===== config.mk =====
export PLATFORM = sky130hd
export DESIGN_NAME = seq_cascade_ctrl_flat
export DESIGN_NICKNAME = d
export VERILOG_FILES = /design/src/rtl/seq_cascade_ctrl_pkg.sv /design/src/rtl/seq_cascade_ctrl_if.sv /design/src/rtl/seq_cascade_ctrl_mod_counter.sv /design/src/rtl/seq_cascade_ctrl.sv /design/src/flat_wrapper.sv
export SDC_FILE = /design/constraint.sdc
export NUM_CORES = 1
export LEC_CHECK = 0
export ABC_AREA = 1
export CAP_MARGIN = 30
export CORE_ASPECT_RATIO = 0.7
export CORE_MARGIN = 1.5
export CORE_UTILIZATION = 50
export DETAILED_ROUTE_END_ITERATION = 8
export HOLD_SLACK_MARGIN = 0.08
export PLACE_DENSITY_LB_ADDON = 0.12
export SYNTH_ARGS = -nofsm -noshare
export SYNTH_HDL_FRONTEND = slang
export SYNTH_SLANG_ARGS = --single-unit

===== constraint.sdc =====
create_clock -name clock -period 1.6 [get_ports clock]
set_input_delay 0.48 -clock clock [delete_from_list [all_inputs] [get_ports clock]]
set_output_delay 0.48 -clock clock [all_outputs]
set_load 0.05 [all_outputs]

===== src/rtl/seq_cascade_ctrl_pkg.sv =====
// Shared types and helpers for the cascaded sequence controller.
// Phase encoding, direction encoding and the phase-step function.
package seq_cascade_pkg;

  typedef enum logic [1:0] {
    P0 = 2'd0,
    P1 = 2'd1,
    P2 = 2'd2,
    P3 = 2'd3
  } phase_t;

  localparam logic DIR_UP   = 1'b0;
  localparam logic DIR_DOWN = 1'b1;

  function automatic phase_t next_phase(input phase_t p, input logic dir);
    phase_t n;
    n = p;
    case (p)
      P0: n = (dir == DIR_UP) ? P1 : P3;
      P1: n = (dir == DIR_UP) ? P2 : P0;
      P2: n = (dir == DIR_UP) ? P3 : P1;
      P3: n = (dir == DIR_UP) ? P0 : P2;
      default: n = P0;
    endcase
    return n;
  endfunction

endpackage


===== src/rtl/seq_cascade_ctrl_if.sv =====
// Control/status bundle between the sequencer and its driver.
// SEQ_CASCADE_HOLD_EN adds the hold input.
interface seq_cascade_ctrl_if #(
  parameter int STAGE_W = 4,
  parameter int NUM_CH  = 4
);
  import seq_cascade_pkg::*;

  logic               clear;
  logic               tog_run;
  logic               tog_dir;
`ifdef SEQ_CASCADE_HOLD_EN
  logic               hold;
`endif
  logic               tick;
  logic               wrap;
  logic [STAGE_W-1:0] stage;
  phase_t             phase;
  logic [NUM_CH-1:0]  ch_out;
  logic               running;

  modport master (
`ifdef SEQ_CASCADE_HOLD_EN
    output hold,
`endif
    output clear, tog_run, tog_dir,
    input  tick, wrap, stage, phase, ch_out, running
  );

  modport slave (
`ifdef SEQ_CASCADE_HOLD_EN
    input  hold,
`endif
    input  clear, tog_run, tog_dir,
    output tick, wrap, stage, phase, ch_out, running
  );

endinterface


===== src/rtl/seq_cascade_ctrl_mod_counter.sv =====
// Modulo-MOD up/down counter with synchronous clear and a boundary flag.
// at_bound marks the value the next step would wrap from, for the current direction.
module mod_counter #(
  parameter int W   = 4,
  parameter int MOD = 10
) (
  input  logic         clock,
  input  logic         reset_n,
  input  logic         clear,
  input  logic         en,
  input  logic         down,
  output logic [W-1:0] cnt,
  output logic         at_bound
);

  localparam logic [W-1:0] TOP = W'(MOD - 1);
  localparam logic [W-1:0] ONE = W'(1);

  logic [W-1:0] cnt_q, cnt_d;

  // Wrap by explicit compare so a non-power-of-two modulus never overflows naturally.
  always_comb begin
    cnt_d = cnt_q;
    if (clear) begin
      cnt_d = '0;
    end else if (en) begin
      if (down) cnt_d = (cnt_q == '0) ? TOP : cnt_q - ONE;
      else      cnt_d = (cnt_q == TOP) ? '0  : cnt_q + ONE;
    end
  end

  always_ff @(posedge clock or negedge reset_n) begin
    if (!reset_n) cnt_q <= '0;
    else          cnt_q <= cnt_d;
  end

  assign cnt      = cnt_q;
  assign at_bound = down ? (cnt_q == '0) : (cnt_q == TOP);

endmodule


===== src/rtl/seq_cascade_ctrl.sv =====
// Cascaded sequencer: prescaler -> up/down stage counter -> 4-phase FSM and one-hot ring.
// Optional SEQ_CASCADE_HOLD_EN adds a hold input that freezes everything below the prescaler.
module seq_cascade_ctrl
  import seq_cascade_pkg::*;
#(
  parameter int PRESCALE_W   = 4,
  parameter int PRESCALE_MOD = 10,
  parameter int STAGE_W      = 4,
  parameter int MAX_STAGE    = 9,
  parameter int NUM_CH       = 4
) (
  input logic               clock,
  input logic               reset_n,
  seq_cascade_ctrl_if.slave bus
);

  localparam logic [NUM_CH-1:0] CH_INIT = NUM_CH'(1);

  logic              run_q, run_d;
  logic              dir_q, dir_d;
  logic              tick_q, tick_d;
  logic              wrap_q, wrap_d;
  phase_t            phase_q, phase_d;
  logic [NUM_CH-1:0] ch_q, ch_d;

  logic                  hold_i;
  logic                  pre_at_top;
  logic [PRESCALE_W-1:0] pre_cnt_unused;
  logic                  stage_at_bound;

`ifdef SEQ_CASCADE_HOLD_EN
  assign hold_i = bus.hold;
`else
  assign hold_i = 1'b0;
`endif

  mod_counter #(.W(PRESCALE_W), .MOD(PRESCALE_MOD)) u_prescaler (
    .clock    (clock),
    .reset_n  (reset_n),
    .clear    (bus.clear),
    .en       (run_q),
    .down     (1'b0),
    .cnt      (pre_cnt_unused),
    .at_bound (pre_at_top)
  );

  mod_counter #(.W(STAGE_W), .MOD(MAX_STAGE + 1)) u_stage (
    .clock    (clock),
    .reset_n  (reset_n),
    .clear    (bus.clear),
    .en       (tick_q & ~hold_i),
    .down     (dir_q),
    .cnt      (bus.stage),
    .at_bound (stage_at_bound)
  );

  // Every stage consumes the pulse registered on the previous edge, using pre-edge run/dir.
  always_comb begin
    run_d   = run_q ^ bus.tog_run;
    dir_d   = dir_q ^ bus.tog_dir;
    tick_d  = run_q & pre_at_top;
    wrap_d  = tick_q & ~hold_i & stage_at_bound;
    phase_d = phase_q;
    ch_d    = ch_q;
    if (wrap_q && !hold_i) begin
      phase_d = next_phase(phase_q, dir_q);
      if (dir_q == DIR_UP) ch_d = {ch_q[NUM_CH-2:0], ch_q[NUM_CH-1]};
      else                 ch_d = {ch_q[0], ch_q[NUM_CH-1:1]};
    end
    if (bus.clear) begin
      run_d   = 1'b0;
      dir_d   = DIR_UP;
      tick_d  = 1'b0;
      wrap_d  = 1'b0;
      phase_d = P0;
      ch_d    = CH_INIT;
    end
  end

  always_ff @(posedge clock or negedge reset_n) begin
    if (!reset_n) begin
      run_q   <= 1'b0;
      dir_q   <= DIR_UP;
      tick_q  <= 1'b0;
      wrap_q  <= 1'b0;
      phase_q <= P0;
      ch_q    <= CH_INIT;
    end else begin
      run_q   <= run_d;
      dir_q   <= dir_d;
      tick_q  <= tick_d;
      wrap_q  <= wrap_d;
      phase_q <= phase_d;
      ch_q    <= ch_d;
    end
  end

  assign bus.tick    = tick_q;
  assign bus.wrap    = wrap_q;
  assign bus.phase   = phase_q;
  assign bus.ch_out  = ch_q;
  assign bus.running = run_q;

endmodule

===== src/flat_wrapper.sv =====
// flat-port wrapper written by rule: the top's interface ports become plain ports
module seq_cascade_ctrl_flat import seq_cascade_pkg::*;
#(
  parameter int PRESCALE_W   = 4,
  parameter int PRESCALE_MOD = 10,
  parameter int STAGE_W      = 4,
  parameter int MAX_STAGE    = 9,
  parameter int NUM_CH       = 4
)
  (clock, reset_n, bus_clear, bus_tog_run, bus_tog_dir, bus_tick, bus_wrap, bus_stage, bus_phase, bus_ch_out, bus_running);
  seq_cascade_ctrl_if #(.STAGE_W(STAGE_W), .NUM_CH(NUM_CH)) bus_i ();
  input logic clock;
  input logic reset_n;
  input wire logic [$bits(bus_i.clear)-1:0] bus_clear;
  input wire logic [$bits(bus_i.tog_run)-1:0] bus_tog_run;
  input wire logic [$bits(bus_i.tog_dir)-1:0] bus_tog_dir;
  output wire logic [$bits(bus_i.tick)-1:0] bus_tick;
  output wire logic [$bits(bus_i.wrap)-1:0] bus_wrap;
  output wire logic [$bits(bus_i.stage)-1:0] bus_stage;
  output wire logic [$bits(bus_i.phase)-1:0] bus_phase;
  output wire logic [$bits(bus_i.ch_out)-1:0] bus_ch_out;
  output wire logic [$bits(bus_i.running)-1:0] bus_running;
  assign bus_i.clear = bus_clear;
  assign bus_i.tog_run = bus_tog_run;
  assign bus_i.tog_dir = bus_tog_dir;
  assign bus_tick = bus_i.tick;
  assign bus_wrap = bus_i.wrap;
  assign bus_stage = bus_i.stage;
  assign bus_phase = bus_i.phase;
  assign bus_ch_out = bus_i.ch_out;
  assign bus_running = bus_i.running;
  seq_cascade_ctrl #(.PRESCALE_W(PRESCALE_W), .PRESCALE_MOD(PRESCALE_MOD), .STAGE_W(STAGE_W), .MAX_STAGE(MAX_STAGE), .NUM_CH(NUM_CH)) u_core (.clock(clock), .reset_n(reset_n), .bus(bus_i));
endmodule

==> impl_metrics.ini <==
[run_status]
status = complete, no violations

[clocking]
cts-resized-gates = 0
numCtsBuffers = 3
clk_pin_slew_ns = 0.10
cts_setup_buffers = 0
cts_tree = yes
cts.sinks = 18
ctsHoldBuffers = 0
clockBufferDepth = 2
cts_root_buffer = clkbuf_4
htreeDepth = 1
clk-insertion-delay-late_ns = 0.30

[worst_setup_path]
r2r_cells = 6
r2r_start = u_core.u_stage.cnt[0]
cp_slowest_stage_delay_ns = 0.59
end_kind = output pin
start_kind = register
path_cells = buf_12
crit_required_ns = 1.12
arrival_ns = 1.03
crit_fanout = 3
crit_family = flip-flops
path_class = register to output pin
cp_num_buf_inv = 1
reg2reg_slack_ns = 0.19
r2r_end = u_core.u_stage.cnt[0]
crit_slowest_cell = dfstp_2

[synth]
yosysUniqueCellTypes = 24
synth-adder-area-share_pct = 6.31
synthMuxAreaShare_pct = 2.02
synth_top_family_by_area = simple AND/OR/NAND/NOR gates
syn_nets = 135
synth_compound_area_share_pct = 10.5
synthSimpleGateAreaFrac_pct = 25.8
yosys.area_share.xor_xnor_pct = 2.65
syn_area_per_cell_sq_um = 7.93
syn_area_sq_um = 991
syn_inst = 125
yosysSeqAreaShare_pct = 45.6
ys_ff_latch = 18
yosysWarnings = 0

[place]
port_buffers = 17
gp_congestion = 0.818
pre_cts_ws_ns = -0.106
detailed_place_hpwl_mm = 1.64
placed_cell_area_sq_um = 1350

[die]
dieArea_sq_um = 2260
die_y_um = 40.2
core-area_sq_um = 1850
rows = 13
pin_count = 18
start_util_pct = 53.4
die_w_um = 56.2

[final_layout]
drive_gt1_share_pct = 19.3
syn_to_final_growth_pct = 39.8
final_util_pct = 74.7
fin_nets = 161
antenna_cells = 0
final_cell_area_sq_um = 1390

[pwr]
power_frac_comb_pct = 13.8
switchingPower_w = 0.000218
swShare_pct = 24.9
power_w = 0.000876
p_int_w = 0.000658
p_leak_nw = 0.628
cellPowerDensity_nw_per_um2 = 632
ir_drop_v = 0.000654
p_clk_share_pct = 31.9
seqPwrFrac_pct = 54.3

[detailed_routing]
first_pass_iters = 4
wl_per_cell_um = 12.0
ant_nets = 0
drt_iter0_drc = 31
drt_wl_total_mm = 2.06
vias = 892
vias_per_cell = 5.19
drc = 0

[timing]
hold_violations = 0
fmax_mhz = 662
max_slew_margin_pct = 75.3
worst-slew-pin-transition_ns = 0.369
fin_setup_tns_ns = 0
min_period_ns = 1.51
slew_viol_final = 0
post-route-period-util_pct = 94.4
setup_viol = 0
rsz0062_at_grt = no
skew_ns = 0.00622
layout_setup_ws_ns = 0.0904

[grt]
grt_usage_pct = 20.6
grt_pass1_vias = 754
grt_antenna_before_repair = 0
grt.overflow.total = 0
grt_max_degree = 13
grt_pass1_wl_mm = 3.33

[hold_path]
hold_path.class = primary input to async pin

[run]
max_cap_violations = 0
synth_stat cells:
library cell / number / area share (%)
nor2_2: 2 / 1.3
xor2_1: 1 / 0.88
xnor2_1: 2 / 1.8
dfstp_2: 1 / 2.7
nand2_1: 26 / 9.8
buf_4: 1 / 0.76
a22oi_1: 1 / 0.76
inv_2: 3 / 1.1
nor2_1: 15 / 5.7
o21ai_0: 9 / 4.5
nand3_1: 11 / 5.6
a21oi_1: 5 / 2.5
dfrtp_1: 17 / 43
mux2i_1: 2 / 2.0
o22ai_1: 1 / 0.63
or2_1: 1 / 0.63
o21ai_1: 1 / 0.50
o211ai_1: 1 / 0.76
nand4_1: 1 / 0.63
nor3_1: 3 / 1.5
o31ai_1: 1 / 0.76
inv_1: 14 / 5.3
ha_1: 5 / 6.3
nand2_2: 1 / 0.63
cell usage in the layout, fill, tap and decap left out:
master           netlist  final
ha_1                   5      5
o211ai_1               1      1
inv_1                 14     14
a22oi_1                1      1
buf_12                 0     13
or2_1                  1      1
nor3_1                 3      3
nand3_1               11     11
xor2_1                 1      1
dfrtp_1               17     17
clkdlybuf4s50_1        0      4
a21oi_1                5      5
xnor2_1                2      2
nand2_2                1      1
clkbuf_8               0      1
nor2_1                15     15
nand2_1               26     26
mux2i_1                2      2
inv_2                  3      3
o21ai_1                1      1
nand4_1                1      1
o31ai_1                1      1
o22ai_1                1      1
clkbuf_4               0      3
buf_4                  1      5
dfstp_2                1      1
o21ai_0                9      9
nor2_2                 2      2
power by group through the flow:
| stage | logic [W] | registers [W] | clock network (W) |
|---|---|---|---|
| floorplan | 0.0000589 | 0.000492 | 0 |
| global placement | 0.000119 | 0.000484 | 0 |
| detailed placement | 0.000121 | 0.000485 | 0 |
| CTS | 0.000122 | 0.000476 | 0.000286 |
| global route | 0.000135 | 0.000479 | 0.000309 |
| finish | 0.000121 | 0.000476 | 0.000279 |
sequential cells by signal, indices dropped and copies added (netlist names):
signal                  cells
u_core.bus.ch_out           4
u_core.bus.phase            2
u_core.bus.running          1
u_core.bus.tick             1
u_core.bus.wrap             1
u_core.dir_q                1
u_core.u_prescaler.cnt      4
u_core.u_stage.cnt          4
routing by layer:
| metal | routed length (um) | global-route usage (%) |
|---|---|---|
| met2 | 933 | 32.4 |
| met5 | 0 | 0 |
| met1 | 996 | 27.1 |
| met3 | 106 | 6.77 |
| met4 | 19 | 7.74 |
worst reg2reg max path, delay by kind of cell (launching register included):
family | cells | cell delay [ns]
flip-flops | 1 | 0.51
adder cells (fa/ha/maj) | 1 | 0.28
AND/OR/NAND/NOR | 3 | 0.27
buffers and inverters | 1 | 0.15
AO/OA/AOI/OAI | 1 | 0.09
cell families (layout without fill, tap and decap cells):
| family | count (synthesis) | in the layout |
|---|---|---|
| AOI/OAI and AO/OA | 19 | 19 |
| muxes | 2 | 2 |
| and+or+nand+nor | 60 | 60 |
| buffers and inverters | 18 | 43 |
| DFF | 18 | 18 |
| xor gates and xnor gates | 3 | 3 |
| adders and majority gates | 5 | 5 |
final cells by class:
| class | count | area, sq um |
|---|---|---|
| Fill cell | 150 | 469 |
| Clock buffer | 4 | 36.3 |
| Inverter | 17 | 63.8 |
| Tap cell | 22 | 27.5 |
| Timing Repair Buffer | 22 | 338 |
| Multi-Input combinational cell | 89 | 468 |
| Sequential cell | 18 | 452 |
metrics by stage:
stage,hold WS (ns),instances
finish,0.424,172
global route,0.439,172
CTS,0.432,172
detailed placement,0.526,168
global placement,0.524,168
floorplan,0.184,125
worst max-delay path by stage:
| stage | startpoint | end | slack (ns) | depth (start not counted) |
|---|---|---|---|---|
| floorplan | u_core.u_stage.cnt[0] | u_core.u_stage.cnt[0] | 0.04 | 6 |
| global placement | bus_clear | u_core.u_prescaler.cnt[2] | -0.05 | 6 |
| detailed placement | bus_clear | u_core.u_prescaler.cnt[2] | -0.11 | 6 |
| CTS | u_core.bus.ch_out[0] | bus_ch_out[0] | 0.08 | 1 |
| global route | u_core.u_stage.cnt[2] | bus_stage[2] | 0.04 | 1 |
| finish | u_core.bus.ch_out[0] | bus_ch_out[0] | 0.09 | 1 |
Power figures use the tool's default switching activity.
